**config.mk**
```make
export PLATFORM = sky130hd
export DESIGN_NAME = mul_arbiter
export DESIGN_NICKNAME = d
export VERILOG_FILES = /design/src/rtl/mul_arbiter.sv
export SDC_FILE = /design/constraint.sdc
export NUM_CORES = 1
export LEC_CHECK = 0
export ABC_AREA = 1
export CAP_MARGIN = 25
export CORE_AREA = 2 2 181 183
export DETAILED_ROUTE_END_ITERATION = 12
export DIE_AREA = 0 0 183 185
export SLEW_MARGIN = 20
export SYNTH_ARGS = -nofsm -noshare
export SYNTH_HDL_FRONTEND = slang
export SYNTH_SLANG_ARGS = --single-unit
```
**constraint.sdc**
```tcl
create_clock -name clk -period 2.5 [get_ports clk]
set_input_delay 0.5 -clock clk [delete_from_list [all_inputs] [get_ports clk]]
set_output_delay 0.5 -clock clk [all_outputs]
set_load 0.03 [all_outputs]
```
**src/rtl/mul_arbiter.sv**
```systemverilog
// mul_arbiter: round-robin arbiter sharing one single-cycle 32x32 multiplier among NREQ requesters.
// Define MUL_ARB_SIGNED_EN to add per-request signed operands (req_signed).
module mul_arbiter #(
  parameter  int NREQ = 4,
  localparam int IW   = (NREQ > 2) ? $clog2(NREQ) : 1
) (
  input  logic                 clk,
  input  logic                 reset,
  input  logic [NREQ-1:0]      req_valid,
  output logic [NREQ-1:0]      req_ready,
  input  logic [32*NREQ-1:0]   req_a,
  input  logic [32*NREQ-1:0]   req_b,
`ifdef MUL_ARB_SIGNED_EN
  input  logic [NREQ-1:0]      req_signed,
`endif
  output logic [31:0]          mul_a,
  output logic [31:0]          mul_b,
  input  logic [63:0]          mul_y,
  output logic                 rsp_valid,
  input  logic                 rsp_ready,
  output logic [IW-1:0]        rsp_id,
  output logic [63:0]          rsp_y,
  output logic                 busy
);
  localparam logic [1:0] IDLE = 2'd0, EXEC = 2'd1, RESP = 2'd2;
  logic [1:0] state;
  logic [IW-1:0] last_grant, gnt;
  logic found;
  int j;
  logic [31:0] op_a, op_b, raw_a, raw_b, mag_a, mag_b;
  logic neg, sel_neg;
  // first valid requester after last_grant, wrapping
  always_comb begin
    found = 1'b0;
    gnt = '0;
    j = 0;
    for (int k = 1; k <= NREQ; k++) begin
      j = int'(last_grant) + k;
      j = (j >= NREQ) ? j - NREQ : j;
      if (!found && req_valid[IW'(j)]) begin
        found = 1'b1;
        gnt = IW'(j);
      end
    end
  end
  assign raw_a = req_a[32*gnt +: 32];
  assign raw_b = req_b[32*gnt +: 32];
`ifdef MUL_ARB_SIGNED_EN
  // signed requests multiply magnitudes; 0x80000000 stays 0x80000000 as unsigned
  assign mag_a = (req_signed[gnt] && raw_a[31]) ? -raw_a : raw_a;
  assign mag_b = (req_signed[gnt] && raw_b[31]) ? -raw_b : raw_b;
  assign sel_neg = req_signed[gnt] && (raw_a[31] ^ raw_b[31]);
`else
  assign mag_a = raw_a;
  assign mag_b = raw_b;
  assign sel_neg = 1'b0;
`endif
  always_ff @(posedge clk) begin
    if (reset) begin
      state <= IDLE;
      last_grant <= IW'(NREQ - 1);
      op_a <= '0;
      op_b <= '0;
      neg <= 1'b0;
      rsp_id <= '0;
      rsp_y <= '0;
    end else begin
      if (state == IDLE && found) begin
        state <= EXEC;
        last_grant <= gnt;
        rsp_id <= gnt;
        op_a <= mag_a;
        op_b <= mag_b;
        neg <= sel_neg;
      end
      if (state == EXEC) begin
        state <= RESP;
        rsp_y <= neg ? -mul_y : mul_y;
      end
      if (state == RESP && rsp_ready) state <= IDLE;
    end
  end
  assign req_ready = (state == IDLE && found) ? NREQ'(1) << gnt : '0;
  assign mul_a = op_a;
  assign mul_b = op_b;
  assign rsp_valid = state == RESP;
  assign busy = state != IDLE;
endmodule

```
==> results of run 1 <==
[cell usage in the layout, fill, tap and decap left out]
cell type and instances:
o21ai_2 1, dfxtp_1 132, inv_2 3, buf_2 1, nand4_1 1, clkbuf_16 17
clkinv_4 1, o21ai_1 1, nor2_4 7, bufinv_16 2, buf_6 6, buf_4 71
nand2_4 15, o211ai_1 2, diode_2 2, a21oi_1 1, nand2_2 11, nor2_2 3
inv_8 6, clkinv_8 2, clkdlybuf4s50_1 453, o21ai_0 64, a21boi_2 1, nand2_1 203
nand3_1 324, inv_6 7, inv_1 329, o21ai_4 2, inv_4 2, dlygate4sd2_1 4
a211oi_1 1, nor2_1 260, dfxtp_4 2, nand3_2 2, buf_12 16
[worst max path at each step]
stage                  start           end  slack (ns)  depth (start not counted)
2_1_floorplan   req_valid[3]  req_ready[1]        0.01                         13
3_3_place_gp    req_valid[2]  req_ready[0]       -0.31                         14
3_5_place_dp    req_valid[2]  req_ready[2]       -0.34                         13
4_1_cts        last_grant[0]  req_ready[0]       -0.04                         14
5_1_grt        last_grant[0]  req_ready[3]       -0.18                         11
6_report       last_grant[0]  req_ready[0]       -0.06                         11
[worst max-delay path, cell delays in order (launching register included)]
cell     delay, ns
dfxtp_4       0.47
inv_8         0.08
nand2_4       0.08
nand2_4       0.05
nand2_4       0.08
nand2_4       0.07
nor2_4        0.16
nand4_1       0.17
nand2_4       0.15
buf_6         0.14
nor2_4        0.04
buf_6         0.13
[repair_timing]
action,in CTS,in global routing
pin swaps,19,20
setup endpoints to repair,4,7
buffers inserted,11,0
resized for setup,59,18
[logic make-up after synthesis]
logic type      Yosys count
buf+inv                 435
simple gates            826
flops                   134
compound gates           73
[power by group]
part | internal (mW) | leakage, nW | switching, mW
registers | 3.01 | 1.11 | 0.461
clock network | 1.54 | 0.309 | 1.20
logic | 6.05 | 6.20 | 8.84
total | 10.6 | 7.62 | 10.5
[registers in the layout (all words and copies together) (netlist names)]
signal and cells:
state 2, rsp_y 64, last_grant 2, mul_b 32
mul_a 32, rsp_id 2
[layout make-up]
class,count,area share [%]
antenna,2,0.0340
sequential,134,18.2
clock buffer,17,2.89
inverter,337,8.73
timing repair buffer,551,37.3
multi-input combinational,899,28.0
clock inverter,15,1.37
tap,408,3.46
[metal layers]
metal / global-route usage (%) / vias up / share of wire [%]
met5: 0 / - / 0.037
met4: 5.15 / 2 / 1.4
met3: 6.63 / 37 / 8.7
met2: 34.4 / 401 / 47
met1: 24.7 / 4741 / 42
li1: - / 5354 / -
[through the flow]
stage / power, mW / setup slack (ns) / setup TNS [ns] / instance area, um2 / utilization [%]
2_1_floorplan: 12.1 / 0.0129 / 0 / 8370 / -
3_3_place_gp: 17.7 / -0.306 / -10.35 / 13800 / 43.1
3_5_place_dp: 17.8 / -0.336 / -13.50 / 13800 / 43.1
4_1_cts: 21.2 / -0.0429 / -0.105 / 14700 / 45.8
5_1_grt: 22.8 / -0.176 / -0.685 / 14700 / 46.0
6_report: 21.1 / -0.0633 / -0.240 / 14700 / 46.0
==> reports/results.txt, run 1 <==
First DRT Iteration DRCs: 373
Syn. warnings: 0
P_leak: 7.62 nW
drt total wl: 35500 um
ys flop type: dfxtp_1
WS Path Type: reg2out
Synth Area in Compound Gates: 4.58%
port bufs: 462
P&R area growth vs syn: 76.2%
worst r2r dst: mul_b[23]
count leader, synth: inv_1
relative slew slack: 43.7%
setup slack after layout: -0.0633 ns
crit path DAT: 2.06 ns
Routability Congestion: 0.871
hold slack: 0.473 ns
failing checks: setup timing
FF-to-FF path depth: 17
gr usage total: 20.3%
initial antenna violation count: 3
largest area contributor in the netlist: dfxtp_1
post-synthesis sequential area ratio: 32.1%
Critical Path RT: 2.00 ns
hold buffers post-CTS: 0
Post-Synth XOR/XNOR Area: 0%
Synth Area in Simple Gates: 42.1%
Num Clock Sinks: 134
Adder-Cell Fraction of Synth Area: 0%
Fillers: 3300
Routed Antenna Nets: 0
PD cells: 1430 nW/um2
via-per-instance ratio: 4.46
startpoint types: flop
maximum clock path buffer count: 2
IO Pins: 463
worst slew pin tran: 0.844 ns
Yosys top cell area share: 32.1%
Max Cap Viol: 0
GRT Residual Overflow: 0
largest family of logic cells by synthesized area: simple AND/OR/NAND/NOR gates
reg2reg start: last_grant[0]
Final Critical Period: 2.56 ns
Critical Path Fanout Max: 8
hpwl dp: 26100 um
Final nets: 2267
Hold Path Depth: 2
CP endpoint kind: output port
cell count after placement: 2319
Slew Limit Fails: 0
DR pass1 iterations: 5
final setup fails: 4
Area contributors post-synth: dfxtp_1, nand3_1, inv_1
FMAX: 390 MHz
wire per inst: 15.0 um
Multi-input gate area: 4130 um2
post-synthesis mux area share: 0%
CTS root buffer: clkbuf_16
worst-case vdd ir drop: 0.946 mV
unrepaired setup endpoints after global routing: yes
CTS tree: yes
Sequential Area: 2690 um2
share of post-route cells with drive strength above 1: 9.11%
die width: 183 um
pin count of the biggest net entering global routing: 66
Cell variety after synth: 22
EDFF count, synth: 0
latest clock arrival within the worst-skew pair: 0.42 ns
core area: 32000 um2
Mapped Area: 8370 um2
Commonest cells post-synth: inv_1, nand3_1, nor2_1, nand2_1, dfxtp_1
Tcrit/Tclk final: 103%
Post-Syn Instances: 1468
full die area: 33900 um2
vias in the first global route: 10000
flops & latches, synth: 134
H-tree Lvls: 4
status: complete, but fails checks
Final Skew: 0.00768 ns
Finished Layout Cells: 2363
Row Count: 66
Avg Cell Area, Syn: 5.70 um2
hold path endpoint: rsp_id[1]
Synth async-reset ratio: 0%
Die Y: 185 um
first-pass GRT wire length: 54000 um
Post-Syn Nets: 1795
total CTS buffers: 17
hold crit path type: reg2reg
DR DRC count: 0
Initial Util: 26.1%
routed vias: 10500
Worst-path clk slew: 0.07 ns
final hold vios: 0
R2R Setup Slk: 0.16 ns
Hold Path Origin: rsp_id[1]
Note: power is estimated with default switching activity, not from simulation.
==> run 2: changes to the inputs <==
- DONT_BUFFER_PORTS: unset -> 1
==> reports/results.txt, run 2 (synthesized netlist as in run 1, its figures left out) <==
vias in the first global route: 7918 (was 10000)
FF-to-FF path depth: 13 (was 17)
port bufs: 0 (was 462)
unrepaired setup endpoints after global routing: yes (unchanged)
DR DRC count: 0 (unchanged)
maximum clock path buffer count: 2 (unchanged)
hpwl dp: 19900 um (was 26100 um)
status: complete, but fails checks (unchanged)
hold path endpoint: rsp_id[1] (unchanged)
Critical Path RT: 2.00 ns (about the same)
IO Pins: 463 (unchanged)
Sw Ratio: 56.3% (was 49.8%)
failing checks: setup timing (unchanged)
clock power share: 14.3% (was 13.0%)
FMAX: 393 MHz (was 390 MHz)
PD cells: 1820 nW/um2 (was 1430 nW/um2)
reg2reg start: last_grant[0] (unchanged)
die width: 183 um (unchanged)
fin area: 9530 um2 (was 14700 um2)
max reg flops: 64 (unchanged)
Hold Path Depth: 1 (was 2)
R2R Setup Slk: 0.22 ns (was 0.16 ns)
share of post-route cells with drive strength above 1: 7.82% (was 9.11%)
full die area: 33900 um2 (unchanged)
pin count of the biggest net entering global routing: 122 (was 66)
final hold vios: 0 (unchanged)
Num Clock Sinks: 134 (unchanged)
leading cell type in the layout, fill and taps excluded: inv_1 (was clkdlybuf4s50_1)
CP endpoint kind: output port (unchanged)
Max Cap Viol: 0 (unchanged)
worst slew pin tran: 0.677 ns (was 0.844 ns)
CTS root buffer: clkbuf_16 (unchanged)
P_leak: 5.52 nW (was 7.62 nW)
Routability Congestion: 0.844 (was 0.871)
relative slew slack: 54.7% (was 43.7%)
placed inst area: 8650 um2 (was 13800 um2)
Tcrit/Tclk final: 102% (was 103%)
Worst-path clk slew: 0.07 ns (about the same)
gr usage total: 16.0% (was 20.3%)
Cell Int Power: 7.58 mW (was 10.6 mW)
Initial Util: 26.1% (unchanged)
core area: 32000 um2 (unchanged)
Logic pwr share: 55.3% (was 70.6%)
via-per-instance ratio: 4.70 (was 4.46)
Hold Path Origin: reset (was rsp_id[1])
hold crit path type: in2reg (was reg2reg)
DR pass1 iterations: 5 (unchanged)
worst-case vdd ir drop: 1.58 mV (was 0.946 mV)
Slew Limit Fails: 0 (unchanged)
drt total wl: 29300 um (was 35500 um)
P&R area growth vs syn: 14.0% (was 76.2%)
crit path DAT: 2.04 ns (was 2.06 ns)
WS Path Type: reg2out (unchanged)
Final Critical Period: 2.54 ns (was 2.56 ns)
H-tree Lvls: 4 (unchanged)
final setup fails: 4 (unchanged)
hold buffers post-CTS: 0 (unchanged)
total CTS buffers: 17 (unchanged)
CTS tree: yes (unchanged)
Finished Layout Cells: 1842 (was 2363)
final core utilization: 29.8% (was 46.0%)
latest clock arrival within the worst-skew pair: 0.43 ns (was 0.42 ns)
setup slack after layout: -0.0426 ns (was -0.0633 ns)
most flop-heavy register: rsp_y (unchanged)
initial antenna violation count: 2 (was 3)
Die Y: 185 um (unchanged)
first-pass GRT wire length: 41900 um (was 54000 um)
cell count after placement: 1797 (was 2319)
Row Count: 66 (unchanged)
Routed Antenna Nets: 0 (unchanged)
startpoint types: flop (unchanged)
Final Skew: 0.00754 ns (was 0.00768 ns)
routed vias: 8653 (was 10500)
Critical Path Fanout Max: 8 (unchanged)
Final nets: 1746 (was 2267)
GRT Residual Overflow: 0 (unchanged)
wire per inst: 15.9 um (was 15.0 um)
most frequent cells in the layout: inv_1, nand3_1, nor2_1 (was clkdlybuf4s50_1, inv_1, nand3_1)
Switch Pwr: 9.76 mW (was 10.5 mW)
Sequential Power Share: 30.4% (was 16.4%)
worst r2r dst: mul_b[12] (was mul_b[23])
First DRT Iteration DRCs: 299 (was 373)
==> run 2: cell types whose count changed in the layout (fill, tap and decap cells not counted), sizes merged, moves of 2 or more <==
cell	before	now
clkdlybuf4s50	453	0
buf	94	29
dlygate4sd2	4	0
bufinv	2	0
clkinv	3	5
==> run 2: per-stage QoR <==
stage	setup TNS, ns	power, mW	hold slack [ns]	worst slack (ns)
2_1_floorplan	0	12.1	0.467	0.0129
3_3_place_gp	0	14.1	0.545	0.128
3_5_place_dp	0	14.3	0.554	0.0845
4_1_cts	-0.0790	17.2	0.121	-0.0438
5_1_grt	-0.621	18.8	0.118	-0.169
6_report	-0.117	17.3	0.140	-0.0426
==> run 2: worst max-delay path, cell delays in order, from the launching register on <==
cell and delay, ns:
dfxtp_4 0.41, inv_8 0.11, nand2_4 0.05, nand2_2 0.06
nand2_2 0.07, buf_4 0.13, a21boi_1 0.12, nand2_1 0.07
inv_1 0.06, nand2_2 0.07, buf_4 0.16, nor2_1 0.10
buf_4 0.17
==> run 2: per-layer routing <==
metal  up-vias  GRT usage [%]  routed length (um)
met1      3895           17.6               11600
met5         -              0                   0
met3        38           6.57                2950
met4         0           6.18                 852
met2       411           27.4               13900
li1       4309              -                   -
==> run 2: worst max path at each step <==
stage	endpoint	depth (start not counted)	startpoint	slack [ns]
2_1_floorplan	req_ready[1]	13	req_valid[3]	0.01
3_3_place_gp	mul_b[18]	14	req_valid[3]	0.13
3_5_place_dp	mul_b[16]	13	last_grant[0]	0.08
4_1_cts	req_ready[0]	14	last_grant[0]	-0.04
5_1_grt	req_ready[3]	11	last_grant[0]	-0.17
6_report	req_ready[0]	12	last_grant[0]	-0.04
==> run 2: repair_timing <==
action	in CTS	in global routing
cloned	0	1
gates resized for setup	31	29
endpoints found under the setup margin	4	17
pin swaps	15	12
setup buffers	10	0
==> run 2: cell type report <==
class                      instances  area [um2]
clock buffer                      17         425
multi-input combinational        899        4100
antenna                            2        5.00
clock inverter                    15         154
timing repair buffer              30         370
sequential                       134        2690
fill                            3578       22500
tap                              408         510
inverter                         337        1280
==> run 2: power groups by stage <==
| stage | clock (mW) | combinational, mW | sequential (mW) |
|---|---|---|---|
| after global placement | 0 | 8.84 | 5.30 |
| after floorplan | 0 | 7.11 | 4.97 |
| after global routing | 2.67 | 10.8 | 5.37 |
| after CTS | 2.59 | 9.35 | 5.27 |
| final | 2.48 | 9.58 | 5.27 |
| after detailed placement | 0 | 9.01 | 5.29 |
